## src/rtl/fifo_push_arbiter.sv

```systemverilog
// fifo_push_arbiter: shares one FIFO write port between NUM_REQ push producers.
// Each producer holds the grant for one 4-phase word or for a stream burst. Producers
// are served round-robin, and a stream burst gives way after MAX_BURST beats when
// another producer is waiting.
module fifo_push_arbiter #(
  parameter int unsigned WIDTH     = 32,
  parameter int unsigned NUM_REQ   = 4,
  parameter int unsigned MAX_BURST = 8,
  localparam int unsigned GW = (NUM_REQ > 1) ? $clog2(NUM_REQ) : 1,
  localparam int unsigned CW = $clog2(MAX_BURST + 1)
) (
  input  logic                     clk,
  input  logic                     rstn,
  input  logic [NUM_REQ-1:0]       req_i,
  input  logic [NUM_REQ*WIDTH-1:0] data_in_i,
  input  logic [NUM_REQ-1:0]       stream_mode_i,
  output logic [NUM_REQ-1:0]       ack_o,
  input  logic                     fifo_full_i,
  output logic                     fifo_wr_en_o,
  output logic [WIDTH-1:0]         fifo_wr_data_o,
  output logic [GW-1:0]            grant_id_o,
  output logic                     busy_o
);

  typedef enum logic [1:0] {StIdle, StHsWrite, StHsAck, StStream} state_e;

  state_e           state_q;
  logic [GW-1:0]    grant_q;
  logic [GW-1:0]    last_grant_q;
  logic [CW-1:0]    burst_q;
  // Keeps the write data at zero from reset until the first grant.
  logic             data_live_q;

  logic [WIDTH-1:0]   data_arr [NUM_REQ];
  logic [NUM_REQ-1:0] grant_onehot;
  logic               req_g;
  logic               others_pending;
  logic               xfer;
  logic [CW-1:0]      burst_inc;
  logic               cap_hit;
  logic [GW-1:0]      pick;
  logic               found;
  logic [GW:0]        cand;

  // Unpack the flat per-producer data bus.
  always_comb begin
    for (int unsigned k = 0; k < NUM_REQ; k++) begin
      data_arr[k] = data_in_i[k*WIDTH +: WIDTH];
    end
  end

  assign grant_onehot   = {{(NUM_REQ-1){1'b0}}, 1'b1} << grant_q;
  assign req_g          = req_i[grant_q];
  assign others_pending = |(req_i & ~grant_onehot);
  assign xfer           = (state_q == StStream) & req_g & ~fifo_full_i;
  assign burst_inc      = burst_q + CW'(1);
  assign cap_hit        = (burst_inc == CW'(MAX_BURST));

  // Round-robin pick: first set request after last_grant, wrapping around.
  always_comb begin
    pick  = last_grant_q;
    found = 1'b0;
    cand  = '0;
    for (int unsigned i = 1; i <= NUM_REQ; i++) begin
      cand = {1'b0, last_grant_q} + (GW+1)'(i);
      if (cand >= (GW+1)'(NUM_REQ)) begin
        cand = cand - (GW+1)'(NUM_REQ);
      end
      if (!found && req_i[cand[GW-1:0]]) begin
        found = 1'b1;
        pick  = cand[GW-1:0];
      end
    end
  end

  // Grant FSM: grant, 4-phase write/ack sequencing, stream burst accounting.
  always_ff @(posedge clk or negedge rstn) begin
    if (!rstn) begin
      state_q      <= StIdle;
      grant_q      <= '0;
      last_grant_q <= GW'(NUM_REQ - 1);
      burst_q      <= '0;
      data_live_q  <= 1'b0;
    end else begin
      unique case (state_q)
        StIdle: begin
          if (found) begin
            grant_q      <= pick;
            last_grant_q <= pick;
            burst_q      <= '0;
            data_live_q  <= 1'b1;
            // Mode is sampled once here; later changes wait for the next grant.
            state_q      <= stream_mode_i[pick] ? StStream : StHsWrite;
          end
        end
        StHsWrite: begin
          // A dropped request here is a protocol violation: abandon without writing.
          if (!req_g) begin
            state_q <= StIdle;
          end else if (!fifo_full_i) begin
            state_q <= StHsAck;
          end
        end
        StHsAck: begin
          if (!req_g) begin
            state_q <= StIdle;
          end
        end
        StStream: begin
          if (!req_g) begin
            state_q <= StIdle;
          end else if (xfer) begin
            if (cap_hit) begin
              burst_q <= '0;
              // Yield only if someone else is waiting; otherwise keep streaming.
              if (others_pending) begin
                state_q <= StIdle;
              end
            end else begin
              burst_q <= burst_inc;
            end
          end
        end
        default: state_q <= StIdle;
      endcase
    end
  end

  // Write strobe and acks decode straight from state so a reset drops them at once.
  always_comb begin
    ack_o        = '0;
    fifo_wr_en_o = 1'b0;
    unique case (state_q)
      StHsWrite: fifo_wr_en_o = req_g & ~fifo_full_i;
      StHsAck:   ack_o        = grant_onehot;
      StStream: begin
        fifo_wr_en_o = xfer;
        ack_o        = xfer ? grant_onehot : '0;
      end
      default: ;
    endcase
  end

  assign fifo_wr_data_o = data_live_q ? data_arr[grant_q] : '0;
  assign grant_id_o     = grant_q;
  assign busy_o         = (state_q != StIdle);

endmodule

```

## config.mk

```make
export PLATFORM = sky130hd
export DESIGN_NAME = fifo_push_arbiter
export DESIGN_NICKNAME = d
export VERILOG_FILES = /design/src/rtl/fifo_push_arbiter.sv
export SDC_FILE = /design/constraint.sdc
export NUM_CORES = 1
export LEC_CHECK = 0
export ABC_AREA = 1
export CAP_MARGIN = 20
export CORE_MARGIN = 8
export CORE_UTILIZATION = 30
export DETAILED_ROUTE_END_ITERATION = 10
export GPL_TIMING_DRIVEN = 0
export HOLD_SLACK_MARGIN = 0.06
export PLACE_DENSITY = 0.86
export RECOVER_POWER = 50
export REMOVE_ABC_BUFFERS = 1
export SKIP_CTS_REPAIR_TIMING = 1
export SKIP_LAST_GASP = 1
export SLEW_MARGIN = 20
export SYNTH_ARGS = -nofsm -noshare
export SYNTH_HDL_FRONTEND = slang
export SYNTH_SLANG_ARGS = --single-unit
```

## constraint.sdc

```tcl
create_clock -name clk -period 2.2 [get_ports clk]
set_input_delay 0.66 -clock clk [delete_from_list [all_inputs] [get_ports clk]]
set_output_delay 0.66 -clock clk [all_outputs]
set_load 0.02 [all_outputs]
```

==> reports/results.ini <==
[status]
status=finished with violations
violations=setup timing

[route]
drtAntennaViolNets=0
wirelength_mm=10.9
wl_per_cell_um=20.3
drtIter0Drc=201
vias_per_cell=5.43
num_vias=2919
drc_errors=0
drt_pre_antenna_iters=4

[clock_network]
cts_made_buffers=3
cts_num_sinks=11
clock_latency_ns=0.24
clkTransAtPathRegs_ns=0.05
cts_tree=built
clk_path_buf_depth=2
htreeDepth=1
root_buffer=clkbuf_8

[logic_synthesis]
avgSynthCellArea_um2=6.37
synthCells=272
synth_seq_cells=11
yosys.cell_types.count=29
ys_warn_count=0
synth_area_um2=1730
yosysSeqAreaShare_pct=16.0

[worst_setup_path]
worstPathMaxFanout=7
cp_cell_sequence=inv_4 > nor2_4 > nand2_2 > o2111ai_4 > nand3_2 > inv_2 > a21oi_4 > nor2_1 > dlymetal6s2s_1
worst_ep_required_time_ns=1.54
critical_path_arrival_ns=1.76
crit_family=flip-flops
start_kind=register
slowest_stage=dfrtp_2
crit_type=reg2out
worstReg2RegStart=last_grant_q[0]
r2r_cells=12
slowest_delay_ns=0.51
reg2reg_to=burst_q[0]
worst-path-buf-inv=3
reg2reg_slack_ns=0.27
critPathCaptureType=primary output

[worst_hold_path]
holdPathStages=2
hold_class=reg2reg
hold_end=burst_q[3]
min_from=burst_q[3]

[timing]
fmax_mhz=414
finalHoldViolations=0
worst_pin_slew_ns=0.592
max_slew_margin_pct=60.4
setup_viol=37
layout_worst_path_cycle_share_pct=110
rsz0062_at_grt=yes
drv_slew=0
fin_worst_skew_ns=0.00136
worst_slack_ns=-0.218
period_minus_slack_ns=2.42

[global_route]
overflow=0
grt_pass1_vias=2647
antenna_found_initial=0
grt_pass1_wl_mm=14.9
grt_max_degree=35
gr-usage-all-layers_pct=21.7

[place]
dp.final_hpwl_mm=8.07
port_buffers=178
place_congestion=0.938

[power]
p_per_area_nw_per_um2=1320
total_power_mw=5.09
ir_worst_vdd_mv=0.910
power_leakage_nw=1.65

[final_layout]
fillers=472
seqCellArea_um2=282
fin_util_pct=69.9
antennaDiodeCount=0
drive_gt1_share_pct=27.0
mostFrequentLayoutCells=clkdlybuf4s50_1, a22oi_1, nand2_1
multi_input_area_um2=1440
final_common_cell=clkdlybuf4s50_1
nNetsFinal=608
area_growth_pct=124

[floorplan]
start_util_pct=31.3
die_w_um=92.0
num_rows=27
die_area_um2=8460
boundaryPins=179
die_h_um=92.0
core_um2=5540

[job]
maxCapViolations=0

-- registers in the layout, summed over array words and instances, names as in the netlist --
signal and flops:
burst_q 4, data_live_q 1, grant_id_o 2, last_grant_q 2, state_q 2
-- metrics by stage --
step | instances | hold slack [ns] | TNS (ns) | cell area, µm² | worst slack (ns)
floorplan | 253 | 0.364 | -13.62 | 1650 | -0.817
global placement | 503 | 0.473 | -44.15 | 3520 | -1.58
detailed placement | 503 | 0.501 | -38.41 | 3530 | -1.24
CTS | 507 | 0.513 | -47.99 | 3580 | -1.51
global route | 538 | 0.572 | -7.66 | 3870 | -0.294
finish | 538 | 0.518 | -5.11 | 3870 | -0.218
-- per-layer routing --
metal	track usage [%]	wire length, µm
met4	3.49	163
met2	41.7	5760
met1	24.6	4030
met5	0	0
met3	3.59	957
-- where the power goes --
part           internal, mW  switching (mW)  leakage (nW)
clock network         0.127          0.0760        0.0228
registers             0.298           0.162         0.131
logic                  1.87            2.56          1.49
total                  2.30            2.80          1.65
-- cells in the mapped netlist --
library cell	n	share of area (%)
nand3_1	22	6.4
o21ai_0	5	1.4
a22oi_1	64	28
nor2_4	1	0.65
inv_1	14	3.0
xnor2_1	1	0.51
ha_1	2	1.4
o2111ai_2	1	0.87
a21oi_2	1	0.51
buf_6	1	0.65
nor2_1	10	2.2
nand2_1	43	9.3
a21oi_1	38	11
o21ai_1	5	1.4
buf_4	1	0.43
buf_1	1	0.22
nand3b_1	1	0.43
dfrtp_1	9	13
nor3_1	4	1.2
nand2_4	2	1.3
o22ai_1	2	0.72
nand3_2	2	1.2
nand2_2	9	3.3
clkbuf_1	14	3.0
buf_2	2	0.58
inv_2	7	1.5
dfstp_2	2	3.0
xor2_1	1	0.51
nor2_2	7	2.5
-- worst register-to-register path, cell delays in order, from the launching register on --
cell     delay (ns)
dfstp_2        0.67
inv_2          0.15
nand2_1        0.09
nand2_1        0.11
nor2_1         0.13
nand2_1        0.07
nor2_2         0.14
inv_2          0.05
nand2_2        0.06
inv_2          0.08
nor2_4         0.15
nand2_1        0.07
o21ai_1        0.08
-- kinds of logic (layout without fill, tap and decap cells) --
kind of cell | Yosys count | count (layout) | synth area share, %
xor gates and xnor gates | 2 | 2 | 1.01
adders and majority gates | 2 | 2 | 1.44
buffers and inverters | 40 | 231 | 9.47
DFF | 11 | 11 | 16.0
AOI/OAI and AO/OA | 116 | 116 | 43.7
and+or+nand+nor | 101 | 104 | 28.3
-- how the worst max path moves through the flow --
stage          depth (start not counted)        to     startpoint  slack, ns
2_1_floorplan                          8  ack_o[0]  grant_id_o[0]      -0.82
3_3_place_gp                           9  ack_o[0]  grant_id_o[1]      -1.58
3_5_place_dp                           9  ack_o[1]  grant_id_o[0]      -1.24
4_1_cts                                9  ack_o[1]  grant_id_o[0]      -1.51
5_1_grt                                9  ack_o[2]  grant_id_o[1]      -0.29
6_report                               9  ack_o[3]  grant_id_o[1]      -0.22
-- layout make-up --
class	instances	area share, %
repair inverters	1	0.194
repair buffers	205	49.6
flip-flops and latches	11	7.27
inverters	21	2.29
multi-input cells	224	37.1
clock buffers	4	1.16
well taps	72	2.33
Note: power is estimated with default switching activity, not from simulation.
